[src/rtl/config_stream_loader_pkg.sv]
// rtl/config_stream_loader_pkg.sv - shared types and constants for the configuration stream loader
// Purpose: parser/driver state encodings, address field widths, default end marker,
//          and the (addr, data) pair record carried through the pair FIFO.
// Ports:   none (package).
package config_stream_loader_pkg;

  localparam int TILE_ID_W   = 16;
  localparam int CONFIG_ID_W = 16;

  localparam logic [31:0] DEFAULT_DONE_ADDR = 32'hFFFF_FFFF;

  typedef enum logic {
    P_ADDR,
    P_DATA
  } parser_state_t;

  typedef enum logic [1:0] {
    D_IDLE,
    D_WRITE,
    D_SETTLE
  } driver_state_t;

  // addr = {tile_id, config register id}
  typedef struct packed {
    logic [TILE_ID_W+CONFIG_ID_W-1:0] addr;
    logic [31:0]                      data;
  } pair_t;

endpackage

[src/rtl/config_pair_fifo.sv]
// rtl/config_pair_fifo.sv - 64-bit (addr, data) pair FIFO with registered full/empty flags
// Purpose: buffers complete configuration pairs between the stream parser and the bus driver.
// Ports:   clk, reset (async active-low), push/wdata (ignored when full),
//          pop (ignored when empty), rdata (head entry), full, empty.
module config_pair_fifo
  import config_stream_loader_pkg::*;
#(
  parameter int DEPTH = 4
) (
  input  logic  clk,
  input  logic  reset,
  input  logic  push,
  input  pair_t wdata,
  input  logic  pop,
  output pair_t rdata,
  output logic  full,
  output logic  empty
);

  localparam int AW = (DEPTH > 1) ? $clog2(DEPTH) : 1;
  localparam logic [AW-1:0] PTR_ONE = AW'(1);

  pair_t         mem [DEPTH];
  logic [AW-1:0] wr_ptr;
  logic [AW-1:0] rd_ptr;
  logic          do_push;
  logic          do_pop;

  assign do_push = push && !full;
  assign do_pop  = pop && !empty;
  assign rdata   = mem[rd_ptr];

  always_ff @(posedge clk) begin
    if (do_push) begin
      mem[wr_ptr] <= wdata;
    end
  end

  // Pointers wrap naturally because DEPTH is a power of two; the flags
  // disambiguate the rd_ptr == wr_ptr case.
  always_ff @(posedge clk or negedge reset) begin
    if (!reset) begin
      wr_ptr <= '0;
      rd_ptr <= '0;
      full   <= 1'b0;
      empty  <= 1'b1;
    end else begin
      case ({do_push, do_pop})
        2'b10: begin
          wr_ptr <= wr_ptr + PTR_ONE;
          empty  <= 1'b0;
          full   <= ((wr_ptr + PTR_ONE) == rd_ptr);
        end
        2'b01: begin
          rd_ptr <= rd_ptr + PTR_ONE;
          full   <= 1'b0;
          empty  <= ((rd_ptr + PTR_ONE) == wr_ptr);
        end
        2'b11: begin
          wr_ptr <= wr_ptr + PTR_ONE;
          rd_ptr <= rd_ptr + PTR_ONE;
        end
        default: ;
      endcase
    end
  end

endmodule

[src/rtl/config_stream_loader.sv]
// rtl/config_stream_loader.sv - host word stream to tile configuration bus writer
// Purpose: parses alternating address/data words into pairs, buffers them, and
//          broadcasts each as a one-cycle config_write followed by a settle window.
//          An address equal to DONE_ADDR ends configuration (sticky config_done).
// Ports:   clk, reset (async active-low), in_valid/in_data/in_ready (host words),
//          config_addr/config_data/config_write (tile bus), busy, config_done,
//          write_count (only when CONFIG_STREAM_LOADER_COUNT_EN is defined).
// Option:  `define CONFIG_STREAM_LOADER_COUNT_EN adds the saturating write_count output.
module config_stream_loader
  import config_stream_loader_pkg::*;
#(
  parameter int          FIFO_DEPTH    = 4,
  parameter int          SETTLE_CYCLES = 2,
  parameter logic [31:0] DONE_ADDR     = DEFAULT_DONE_ADDR
) (
  input  logic        clk,
  input  logic        reset,
  input  logic        in_valid,
  input  logic [31:0] in_data,
  output logic        in_ready,
  output logic [31:0] config_addr,
  output logic [31:0] config_data,
  output logic        config_write,
  output logic        busy,
`ifdef CONFIG_STREAM_LOADER_COUNT_EN
  output logic        config_done,
  output logic [15:0] write_count
`else
  output logic        config_done
`endif
);

  localparam int CNT_W       = (SETTLE_CYCLES > 2) ? $clog2(SETTLE_CYCLES) : 1;
  localparam int SETTLE_LOAD = (SETTLE_CYCLES > 0) ? SETTLE_CYCLES - 1 : 0;

  parser_state_t p_state;
  driver_state_t d_state;
  logic [31:0]   addr_q;
  logic          done_pending;
  logic [CNT_W-1:0] settle_cnt;

  logic  in_xfer;
  logic  ready_raw;
  logic  fifo_push;
  logic  fifo_pop;
  logic  fifo_full;
  logic  fifo_empty;
  pair_t push_pair;
  pair_t head_pair;

  // in_ready depends only on registered state (and the reset pin), never on in_valid.
  // The full flag is the registered one, so a pop in the same cycle does not open a slot.
  assign ready_raw = (p_state == P_ADDR) ? !done_pending : !fifo_full;
  assign in_ready  = reset && ready_raw;
  assign in_xfer   = in_valid && in_ready;

  assign fifo_push      = in_xfer && (p_state == P_DATA) && (addr_q != DONE_ADDR);
  assign push_pair.addr = addr_q;
  assign push_pair.data = in_data;

  assign fifo_pop = (d_state == D_IDLE) && !fifo_empty;

  config_pair_fifo #(
    .DEPTH(FIFO_DEPTH)
  ) u_fifo (
    .clk  (clk),
    .reset(reset),
    .push (fifo_push),
    .wdata(push_pair),
    .pop  (fifo_pop),
    .rdata(head_pair),
    .full (fifo_full),
    .empty(fifo_empty)
  );

  always_ff @(posedge clk or negedge reset) begin
    if (!reset) begin
      p_state      <= P_ADDR;
      addr_q       <= '0;
      done_pending <= 1'b0;
    end else if (in_xfer) begin
      case (p_state)
        P_ADDR: begin
          addr_q  <= in_data;
          p_state <= P_DATA;
        end
        P_DATA: begin
          // The data word following the end marker is consumed and dropped.
          if (addr_q == DONE_ADDR) begin
            done_pending <= 1'b1;
          end
          p_state <= P_ADDR;
        end
        default: p_state <= P_ADDR;
      endcase
    end
  end

  always_ff @(posedge clk or negedge reset) begin
    if (!reset) begin
      d_state      <= D_IDLE;
      settle_cnt   <= '0;
      config_addr  <= '0;
      config_data  <= '0;
      config_write <= 1'b0;
    end else begin
      case (d_state)
        D_IDLE: begin
          config_write <= 1'b0;
          if (!fifo_empty) begin
            config_addr  <= head_pair.addr;
            config_data  <= head_pair.data;
            config_write <= 1'b1;
            d_state      <= D_WRITE;
          end
        end
        D_WRITE: begin
          config_write <= 1'b0;
          if (SETTLE_CYCLES == 0) begin
            d_state <= D_IDLE;
          end else begin
            settle_cnt <= CNT_W'(SETTLE_LOAD);
            d_state    <= D_SETTLE;
          end
        end
        D_SETTLE: begin
          config_write <= 1'b0;
          if (settle_cnt == '0) begin
            d_state <= D_IDLE;
          end else begin
            settle_cnt <= settle_cnt - 1'b1;
          end
        end
        default: begin
          config_write <= 1'b0;
          d_state      <= D_IDLE;
        end
      endcase
    end
  end

  assign busy = (p_state == P_DATA) || !fifo_empty || (d_state != D_IDLE);

  // Once done_pending is set nothing more is pushed, so this term is
  // self-holding until reset.
  assign config_done = done_pending && fifo_empty && (d_state == D_IDLE);

`ifdef CONFIG_STREAM_LOADER_COUNT_EN
  always_ff @(posedge clk or negedge reset) begin
    if (!reset) begin
      write_count <= '0;
    end else if (config_write && (write_count != 16'hFFFF)) begin
      write_count <= write_count + 16'd1;
    end
  end
`endif

endmodule

[config.mk]
export PLATFORM = sky130hd
export DESIGN_NAME = config_stream_loader
export DESIGN_NICKNAME = d
export VERILOG_FILES = /design/src/rtl/config_stream_loader_pkg.sv /design/src/rtl/config_pair_fifo.sv /design/src/rtl/config_stream_loader.sv
export SDC_FILE = /design/constraint.sdc
export NUM_CORES = 1
export LEC_CHECK = 0
export ABC_AREA = 1
export CAP_MARGIN = 20
export CORE_ASPECT_RATIO = 2
export CORE_MARGIN = 1
export CORE_UTILIZATION = 58
export CTS_BUF_LIST = sky130_fd_sc_hd__clkbuf_2
export CTS_CLUSTER_SIZE = 24
export DETAILED_ROUTE_END_ITERATION = 10
export PLACE_DENSITY_LB_ADDON = 0.12
export SETUP_SLACK_MARGIN = 0.05
export SYNTH_ARGS = -nofsm -noshare
export SYNTH_HDL_FRONTEND = slang
export SYNTH_SLANG_ARGS = --single-unit
[constraint.sdc]
create_clock -name clk -period 5.28 [get_ports clk]
set_clock_uncertainty 0.2 [all_clocks]
set_input_delay 1.32 -clock clk [delete_from_list [all_inputs] [get_ports clk]]
set_output_delay 1.32 -clock clk [all_outputs]
set_load 0.1 [all_outputs]
==> metrics.md <==
| Metric | Value |
|---|---|
| Critical-path maximum fanout | `3` |
| Synth Register Bits | `364` |
| Worst setup path class | `flop to output pin` |
| Fin crit share | `83.94%` |
| Ratio of cells with drive above 1 in the final layout | `13.00%` |
| Final-stage net count | `1307` |
| # fillers | `1826` |
| Violated checks | `DRC` |
| Initial antenna violation count | `1` |
| Area Overhead vs Synth | `13.44%` |
| Chip Height | `221.8 um` |
| Max_cap viols | `0` |
| Initial drt markers | `438` |
| Synth warn | `0` |
| Status | `finished, violations left` |
| Fin. Hold Viols | `0` |
| Placed Instances | `1471` |
| Startpoint class of the critical path | `flop` |
| Die X | `111.9 um` |
| Top-count cell post-synth | `nor2_1` |
| Area occupied by multi-input gates | `3083 um2` |
| CTS H-Tree Depth | `3` |
| Via Count | `8757` |
| # IOs | `103` |
| Synth Instances | `1134` |
| Starting Density | `58.79%` |
| RSZ-0062 raised after global routing | `false` |
| Hold Crit Class | `input port to asynchronous set/reset pin` |
| Crit path required time | `3760 ps` |
| Final setup vio count | `0` |
| Clk root buf | `clkbuf_2` |
| Overflow left after global routing | `0` |
| CTS buffer count | `76` |
| CTS tree | `built` |
| Row count | `80` |
| Post-synth EDFFs | `256` |
| Netlist cell types | `29` |
| Area of the core | `23820 um2` |
| Syn nets | `1177` |
| Post-CTS setup buffer count | `0` |
| Later-pin clock latency in the skew report | `920 ps` |
| Placed wire-length estimate | `17130 um` |
| Non-filler cells, final | `1611` |
| Vias per std cell | `5.436` |
| DR pass1 iterations | `10` |
| WL per Instance | `18.66 um` |
| Clock Sinks | `364` |
| Fmax | `0.2256 GHz` |
| Min Tclk post-route | `4432 ps` |
| Register area share after synthesis | `74.20%` |
| CTS Hold Bufs | `0` |
| Area share of the largest cell type after synthesis | `54.89%` |
| Final Max Slew Viols | `0` |
| Post-synth ARST share | `29.67%` |
| Arrival @ worst endpoint | `2910 ps` |
| Pin count of the biggest net entering global routing | `85` |
| Peak VDD IR | `197.5 uV` |
| Post-cts resize count | `0` |
| Cell area after synthesis | `14000 um2` |
| Vias in the first global route | `8997` |
| Worst-path clk slew | `130 ps` |
| Leading area contributor after synthesis | `edfxtp_1` |
| Worst-Margin Slew | `1105 ps` |
| Register Area | `10400 um2` |
| Slew margin rel. | `26.35%` |
| Setup TNS | `0 ps` |
| Clock buffer depth | `3` |
| Lkg Pwr | `0.006338 uW` |
| Predominant post-synthesis flop cell | `edfxtp_1` |
| Crit end category | `output pin` |
| R2R setup slack | `1800 ps` |
| P per Cell Area | `296.5 nW/um2` |
| Total detailed-routing wirelength | `30060 um` |
| Avg Cell Area, Syn | `12.35 um2` |
| Routed Antenna Nets | `0` |
| Largest cells by area after synthesis | `edfxtp_1, dfrtp_1, nor2_1` |
| Die footprint | `24810 um2` |
| Top cells by count, synth | `nor2_1, edfxtp_1, o21ai_0` |
| DRC viols | `7` |
| Global-route wire length before repair | `46950 um` |
| PortBufs | `102` |
| Placer Congestion | `0.7381` |
| GRT Total Usage | `25.39%` |
==> worst paths after layout <==
path / from / to / depth (start not counted)
max: d_state[0] / config_done / 5
min: reset / config_addr[29] / 1
max reg2reg: u_fifo.rd_ptr[0] / config_data[19] / 4
min reg2reg: u_fifo.mem[1][27] / config_data[27] / 2
max in group asynchronous: reset / config_data[2] / 3
min in group clk: u_fifo.mem[1][27] / config_data[27] / 2
==> layer usage <==
metal,track usage [%],vias to the layer above,wire length [um]
met5,0,-,0
met4,12.77,0,946
met3,5.030,59,1179
met2,46.92,193,16880
met1,27.06,4285,11060
li1,-,4220,-
==> stage by stage <==
step	power, uW	area [um2]	hold slack (ps)	worst slack, ps	util, %
global placement	3175	15170	304.0	1158	63.70
floorplan	3111	14000	245.1	115.3	-
detailed placement	3176	15170	298.2	1130	63.70
finish	4710	15890	145.1	847.9	66.69
global route	4891	15890	118.1	608.3	66.69
CTS	4756	15840	71.86	715.1	66.48
==> where the power goes <==
group          switching (uW)  internal, uW  total [uW]  leakage, uW
logic                    46.2          26.4        72.6      0.00168
registers                   0          3040        3040      0.00414
clock network            1020           577        1600     0.000519
total                    1070          3640        4710      0.00634
==> cell type report <==
class	instances	area share (%)
sequential	364	65.44
tap	287	2.260
clock inverter	22	0.5434
clock buffer	115	3.623
timing repair buffer	116	7.577
multi-input combinational	659	19.41
inverter	47	1.134
antenna	1	0.01575
==> cell usage in the layout, fill, tap and decap left out, types with 4 or more instances in the layout <==
cell type and instances:
nor2_1 334, edfxtp_1 256, o21ai_0 116, clkbuf_2 115, dfrtp_1 105, clkdlybuf4s50_1 100, nand2_1 69, a31oi_1 64
inv_1 42, o21ai_2 23, o21ai_1 22, clkinv_1 19, buf_4 10, ha_1 8, nand3_1 5, buf_12 5
nor2_4 4, clkinv_2 4
==> cells by family (layout without fill, tap and decap cells) <==
kind of cell             Yosys count  after routing  synth area share [%]
AND/OR/NAND/NOR                  416            416                 11.33
flip-flops                       364            364                 74.20
AO/OA/AOI/OAI                    231            231                 9.506
buffers and inverters            111            300                 4.002
adder cells (fa/ha/maj)            8              8                0.7148
XOR/XNOR                           4              4                0.2502
other                              0              1                     0
==> critical path, cell delays in order (launching register included) <==
cell and delay (ps):
dfrtp_1 420, inv_1 90, ha_1 210, nand2_1 90, nor2_1 90, clkdlybuf4s50_1 1130
==> sequential cells by signal, indices dropped and copies added, names as in the netlist <==
name           flops
u_fifo.mem       256
addr_q            32
config_addr       32
config_data       32
d_state            2
u_fifo.rd_ptr      2
u_fifo.wr_ptr      2
config_write       1
done_pending       1
p_state            1
settle_cnt         1
u_fifo.empty       1
u_fifo.full        1
(Power assumes the default switching activity.)
